**config.mk**
```make
export PLATFORM = sky130hd
export DESIGN_NAME = eth_rx_stream_arbiter
export DESIGN_NICKNAME = d
export VERILOG_FILES = /design/src/rtl/eth_rx_stream_arbiter.sv
export SDC_FILE = /design/constraint.sdc
export NUM_CORES = 1
export LEC_CHECK = 0
export BUFFER_PORTS_ARGS = -buffer_cell sky130_fd_sc_hd__buf_2
export CAP_MARGIN = 20
export CORE_AREA = 2 2 161 163
export CTS_CLUSTER_DIAMETER = 100
export DETAILED_ROUTE_END_ITERATION = 6
export DIE_AREA = 0 0 163 165
export GPL_TIMING_DRIVEN = 0
export PLACE_DENSITY = 0.58
export SYNTH_ARGS = -nofsm -noshare
export SYNTH_HDL_FRONTEND = slang
export SYNTH_SLANG_ARGS = --single-unit
```
**constraint.sdc**
```tcl
create_clock -name clk -period 5.6 [get_ports clk]
set_clock_uncertainty 0.1 [all_clocks]
set_input_delay 0 -clock clk [delete_from_list [all_inputs] [get_ports clk]]
set_output_delay 0 -clock clk [all_outputs]
set_load 0.01 [all_outputs]
```
**src/rtl/eth_rx_stream_arbiter.sv**
```systemverilog
// Packet-granular round-robin arbiter: merges NUM_PORTS AXI-Stream sources
// onto one registered output slice feeding the ethernet parser. Whole frames
// are granted and held until tlast; every output beat carries its source port.
module eth_rx_stream_arbiter #(
    parameter int NUM_PORTS  = 4,
    parameter int DATA_WIDTH = 64,
    parameter int KEEP_WIDTH = DATA_WIDTH / 8,
    parameter int ID_WIDTH   = 3
) (
    input  logic                            clk,
    input  logic                            rst,
    input  logic                            enable,
    input  logic [NUM_PORTS*DATA_WIDTH-1:0] s_axis_tdata,
    input  logic [NUM_PORTS*KEEP_WIDTH-1:0] s_axis_tkeep,
    input  logic [NUM_PORTS-1:0]            s_axis_tvalid,
    input  logic [NUM_PORTS-1:0]            s_axis_tlast,
    output logic [NUM_PORTS-1:0]            s_axis_tready,
    output logic [DATA_WIDTH-1:0]           m_axis_tdata,
    output logic [KEEP_WIDTH-1:0]           m_axis_tkeep,
    output logic                            m_axis_tvalid,
    output logic                            m_axis_tlast,
    output logic [ID_WIDTH-1:0]             m_axis_tid,
    input  logic                            m_axis_tready,
    output logic                            busy,
    output logic [31:0]                     frame_count
);

    localparam int IDX_W = (NUM_PORTS > 1) ? $clog2(NUM_PORTS) : 1;

    typedef enum logic {
        IDLE = 1'b0,
        XFER = 1'b1
    } state_t;

    // Registered state
    state_t                 state_q,      state_d;
    logic [IDX_W-1:0]       grant_q,      grant_d;
    logic [IDX_W-1:0]       last_grant_q, last_grant_d;
    logic [DATA_WIDTH-1:0]  m_data_q,     m_data_d;
    logic [KEEP_WIDTH-1:0]  m_keep_q,     m_keep_d;
    logic                   m_valid_q,    m_valid_d;
    logic                   m_last_q,     m_last_d;
    logic [ID_WIDTH-1:0]    m_tid_q,      m_tid_d;
    logic [31:0]            frame_count_q, frame_count_d;

    // Arbitration / handshake helpers
    logic                   rr_found;
    logic [IDX_W-1:0]       rr_pick;
    logic [IDX_W-1:0]       scan_idx;
    logic                   out_room;
    logic                   accept;
    logic [DATA_WIDTH-1:0]  sel_data;
    logic [KEEP_WIDTH-1:0]  sel_keep;
    logic                   sel_last;

    // Round-robin scan starting one past the last port that finished a frame
    always_comb begin
        rr_found = 1'b0;
        rr_pick  = last_grant_q;
        scan_idx = last_grant_q;
        for (int i = 1; i <= NUM_PORTS; i++) begin
            scan_idx = IDX_W'((int'(last_grant_q) + i) % NUM_PORTS);
            if (!rr_found && s_axis_tvalid[scan_idx]) begin
                rr_found = 1'b1;
                rr_pick  = scan_idx;
            end
        end
    end

    // Ready goes only to the granted port, and only when the output slice can take a beat
    always_comb begin
        out_room      = !m_valid_q || m_axis_tready;
        s_axis_tready = '0;
        if (state_q == XFER) begin
            s_axis_tready[grant_q] = out_room;
        end
        sel_data = s_axis_tdata[grant_q*DATA_WIDTH +: DATA_WIDTH];
        sel_keep = s_axis_tkeep[grant_q*KEEP_WIDTH +: KEEP_WIDTH];
        sel_last = s_axis_tlast[grant_q];
        accept   = (state_q == XFER) && s_axis_tvalid[grant_q] && out_room;
    end

    // Next-state for the FSM, the output slice and the frame counter
    always_comb begin
        state_d       = state_q;
        grant_d       = grant_q;
        last_grant_d  = last_grant_q;
        m_data_d      = m_data_q;
        m_keep_d      = m_keep_q;
        m_valid_d     = m_valid_q;
        m_last_d      = m_last_q;
        m_tid_d       = m_tid_q;
        frame_count_d = frame_count_q;

        case (state_q)
            IDLE: begin
                // The grant decision costs one bubble cycle per frame.
                if (enable && rr_found) begin
                    grant_d = rr_pick;
                    state_d = XFER;
                end
            end
            XFER: begin
                // Only tlast releases the grant; enable is ignored mid-frame.
                if (accept && sel_last) begin
                    last_grant_d  = grant_q;
                    frame_count_d = frame_count_q + 32'd1;
                    state_d       = IDLE;
                end
            end
            default: state_d = IDLE;
        endcase

        // The output slice drains in either state; a new beat only loads in XFER.
        if (accept) begin
            m_data_d  = sel_data;
            m_keep_d  = sel_keep;
            m_last_d  = sel_last;
            m_tid_d   = ID_WIDTH'(grant_q);
            m_valid_d = 1'b1;
        end else if (m_axis_tready) begin
            m_valid_d = 1'b0;
        end
    end

    // Single register bank; reset abandons any frame in flight
    always_ff @(posedge clk or posedge rst) begin
        if (rst) begin
            state_q       <= IDLE;
            grant_q       <= '0;
            last_grant_q  <= IDX_W'(NUM_PORTS - 1);
            m_data_q      <= '0;
            m_keep_q      <= '0;
            m_valid_q     <= 1'b0;
            m_last_q      <= 1'b0;
            m_tid_q       <= '0;
            frame_count_q <= '0;
        end else begin
            state_q       <= state_d;
            grant_q       <= grant_d;
            last_grant_q  <= last_grant_d;
            m_data_q      <= m_data_d;
            m_keep_q      <= m_keep_d;
            m_valid_q     <= m_valid_d;
            m_last_q      <= m_last_d;
            m_tid_q       <= m_tid_d;
            frame_count_q <= frame_count_d;
        end
    end

    assign m_axis_tdata  = m_data_q;
    assign m_axis_tkeep  = m_keep_q;
    assign m_axis_tvalid = m_valid_q;
    assign m_axis_tlast  = m_last_q;
    assign m_axis_tid    = m_tid_q;
    assign busy          = (state_q == XFER);
    assign frame_count   = frame_count_q;

endmodule

```
==> results.py <==
metrics = {
    "logic_synthesis": {
        "yosys.area.top_type_share": 0.438,
        "yosys-top-cells-count": "dfrtp_1, mux2_2, mux4_2",
        "yosysWarningCount": 0,
        "ys_types": 39,
        "synth_enable_flop_cells": 0,
        "syn-mean-instance-area_um2": 14.9,
        "synthFlopType": "dfrtp_1",
        "cell_type_with_the_largest_total_area_after_synthesis": "dfrtp_1",
        "post_synthesis_cell_area_um2": 6340,
        "synthMostInstantiatedCell": "dfrtp_1",
        "synth_top_cells_by_area": "dfrtp_1, mux4_2, mux2_2",
        "synth-seq-area-share": 0.447,
        "postSynthNetCount": 727,
        "synthCells": 426,
        "synthArstFlopShare": 1.00,
        "synthesized_flop_and_latch_total": 113,
    },
    "die": {
        "die_w_um": 163,
        "design.core.area_um2": 25000,
        "full_die_area_um2": 26900,
        "core.rowCount": 58,
        "die-height_um": 165,
        "io-pin-count": 414,
        "initial_core_util": 0.253,
    },
    "sta": {
        "worst_slew_margin_rel": 0.465,
        "report.final.hold_viol_count": 0,
        "fin_worst_hold_slack_ps": 28.1,
        "fmax_mhz": 304,
        "rsz_0062_raised_after_global_routing": "no",
        "final_report_max_slew_violation_count": 0,
        "layout_worst_path_cycle_share": 0.587,
        "finalSetupTns_ps": 0,
        "period_minus_slack_ps": 3290,
        "slew_at_the_pin_with_the_worst_max_slew_slack_ps": 802,
        "final-setup-viol-count": 0,
    },
    "critical_path": {
        "timing.critical_path.cells": "buf_2 > buf_1 > clkbuf_1 > mux4_2 > dlygate4sd3_1 > mux2_2",
        "cp_top_family": "buffers and inverters",
        "critical_path.startpoint": "grant_q[1]",
        "cpPeakStageDelay_ps": 600,
        "critPathArrivalTime_ps": 3470,
        "required_ps": 5780,
        "crit_fanout": 10,
        "end_kind": "flip-flop",
        "cp-start-kind": "flip-flop",
        "critPathBufInv": 4,
        "critical_path.slowest_cell": "clkbuf_1",
        "criticalPathCategory": "flip-flop to flip-flop",
        "r2r_start": "grant_q[1]",
    },
    "pwr": {
        "powerDensity_nw_per_um2": 470,
        "intPower_mw": 3.33,
        "switching_share": 0.345,
        "p_comb_frac": 0.551,
        "power.share.sequential": 0.263,
        "clockPowerShare": 0.186,
        "power_switching_mw": 1.76,
        "power.leakage_nw": 5.16,
        "vdd_ir_drop_max_mv": 0.217,
    },
    "clock_network": {
        "cts.root.buffer_cell": "clkbuf_16",
        "cts_tree": "yes",
        "postCtsResizedCells": 0,
        "cts_num_sinks": 113,
        "worst_setup_hold_path_clk_slew_ps": 50,
        "htreeDepth": 4,
        "clock_latency_ps": 410,
        "cts_made_buffers": 17,
        "cts_max_path_buffers": 2,
    },
    "grt": {
        "vias_in_the_first_global_route": 6620,
        "grt.total_usage": 0.178,
        "grt_first_pass_wirelength_um": 35700,
        "use_met2": 0.322,
        "grt_most_used_layer": "met2",
        "grt_antenna_before_repair": 1,
        "pin_count_of_the_biggest_net_entering_global_routing": 59,
        "globalRouteMet3Util": 0.0429,
        "globalRouteOverflowTotal": 0,
        "global_route.usage.met1": 0.201,
    },
    "status": {
        "run_status": "finished, final reports clean",
    },
    "min_path": {
        "hold_path.class": "primary input to flip-flop",
        "timing.hold.worst.start": "s_axis_tdata[49]",
    },
    "detailed_routing": {
        "postRouteAntennaNets": 0,
        "routed-via-count": 6256,
        "avgRoutedWirePerCell_um": 18.4,
        "drcViolationCount": 0,
        "vias_cell": 4.64,
        "drt_iter0_markers": 233,
        "detailedRoute.firstPassIterationCount": 4,
        "wl_um": 24800,
    },
    "cells_and_area": {
        "finalNetCount": 1306,
        "post_route_cells_drive_above_1_share": 0.606,
        "antenna_cells_inserted": 0,
        "fillCellCount": 2374,
        "layout-area-overhead-vs-synth_pct": 70.8,
    },
    "placed_design": {
        "portBuffers": 412,
        "detailedPlacementHpwl_um": 18900,
        "gpl.final_weighted_congestion": 0.784,
    },
    "job": {
        "maxCapViolCount": 0,
    },
}
power groups by stage:
stage	Combinational, mW	Sequential [mW]	Clock [mW]
after global placement	2.37	1.33	0
after detailed placement	2.39	1.34	0
after CTS	2.83	1.33	0.976
after global routing	3.02	1.38	1.01
after floorplan	1.41	1.47	0
final	2.80	1.34	0.945
flip-flops by register name, summed over array words and instances (netlist names):
register       flops
m_axis_tlast       1
m_axis_tdata      64
grant_q            2
m_axis_tvalid      1
last_grant_q       2
m_axis_tid         2
frame_count       32
busy               1
m_axis_tkeep       8
tightest hold or removal path: stages:
cell and delay [ps]:
buf_2 70, mux4_2 270, mux2_2 150
metrics by stage:
step / std cells / util / total power [mW] / instance area (um2) / setup WS, ps
4_1_cts: 1348 / 0.432 / 5.14 / 10800 / 2240
2_1_floorplan: 426 / - / 2.88 / 6340 / 2520
3_3_place_gp: 1168 / 0.352 / 3.70 / 8810 / 998
6_report: 1348 / 0.432 / 5.09 / 10800 / 2310
3_5_place_dp: 1169 / 0.353 / 3.74 / 8840 / 2800
5_1_grt: 1348 / 0.432 / 5.41 / 10800 / 2180
area by class of cell:
cell class | instances | area (um2) | area share
Inverter | 8 | 35.0 | 0.00324
Clock buffer | 20 | 437 | 0.0404
Sequential cell | 113 | 2830 | 0.262
Clock inverter | 12 | 70.1 | 0.00647
Buffer | 29 | 139 | 0.0128
Tap cell | 330 | 413 | 0.0382
Multi-Input combinational cell | 276 | 3340 | 0.308
Timing Repair Buffer | 560 | 3560 | 0.329
worst paths after layout:
| kind | endpoint | slack [ps] | cells past startpoint |
|---|---|---|---|
| setup / recovery | m_axis_tdata[41] | 2310 | 6 |
| hold / removal | m_axis_tdata[49] | 30 | 3 |
| setup reg to reg | m_axis_tdata[41] | 2310 | 6 |
| hold reg to reg | m_axis_tlast | 370 | 1 |
| max in group asynchronous | last_grant_q[1] | 4570 | 4 |
| min in group asynchronous | m_axis_tdata[3] | 100 | 3 |
kinds of logic after synthesis:
logic type               share of synthesized area
AND/OR/NAND/NOR                             0.0693
flip-flops                                   0.447
buffers and inverters                       0.0267
other                                     0.000592
adder cells (fa/ha/maj)                    0.00197
XOR/XNOR                                    0.0429
AO/OA/AOI/OAI                               0.0122
multiplexers                                 0.400
metal layers:
metal | wire length, um | vias up
li1 | - | 2810
met1 | 9380 | 3092
met2 | 12900 | 309
met3 | 1770 | 43
met4 | 733 | 2
met5 | 13 | -
what timing repair did:
| action | 4_1_cts | 5_1_grt |
|---|---|---|
| setup buffers | 0 | 0 |
| hold endpoints to repair | 132 | 0 |
| hold buffers | 147 | 0 |
cell usage in the layout, fill, tap and decap left out, types with 7 or more instances in the layout:
cell,instances
mux4_2,73
clkbuf_1,12
clkbuf_16,17
xor2_1,9
xnor2_1,22
nand4_1,9
dlygate4sd3_1,147
nand2_1,21
mux2_2,78
nand3_1,15
nor2_1,12
buf_2,427
clkinv_2,8
inv_1,7
dfrtp_1,111
Power figures use the tool's default switching activity.
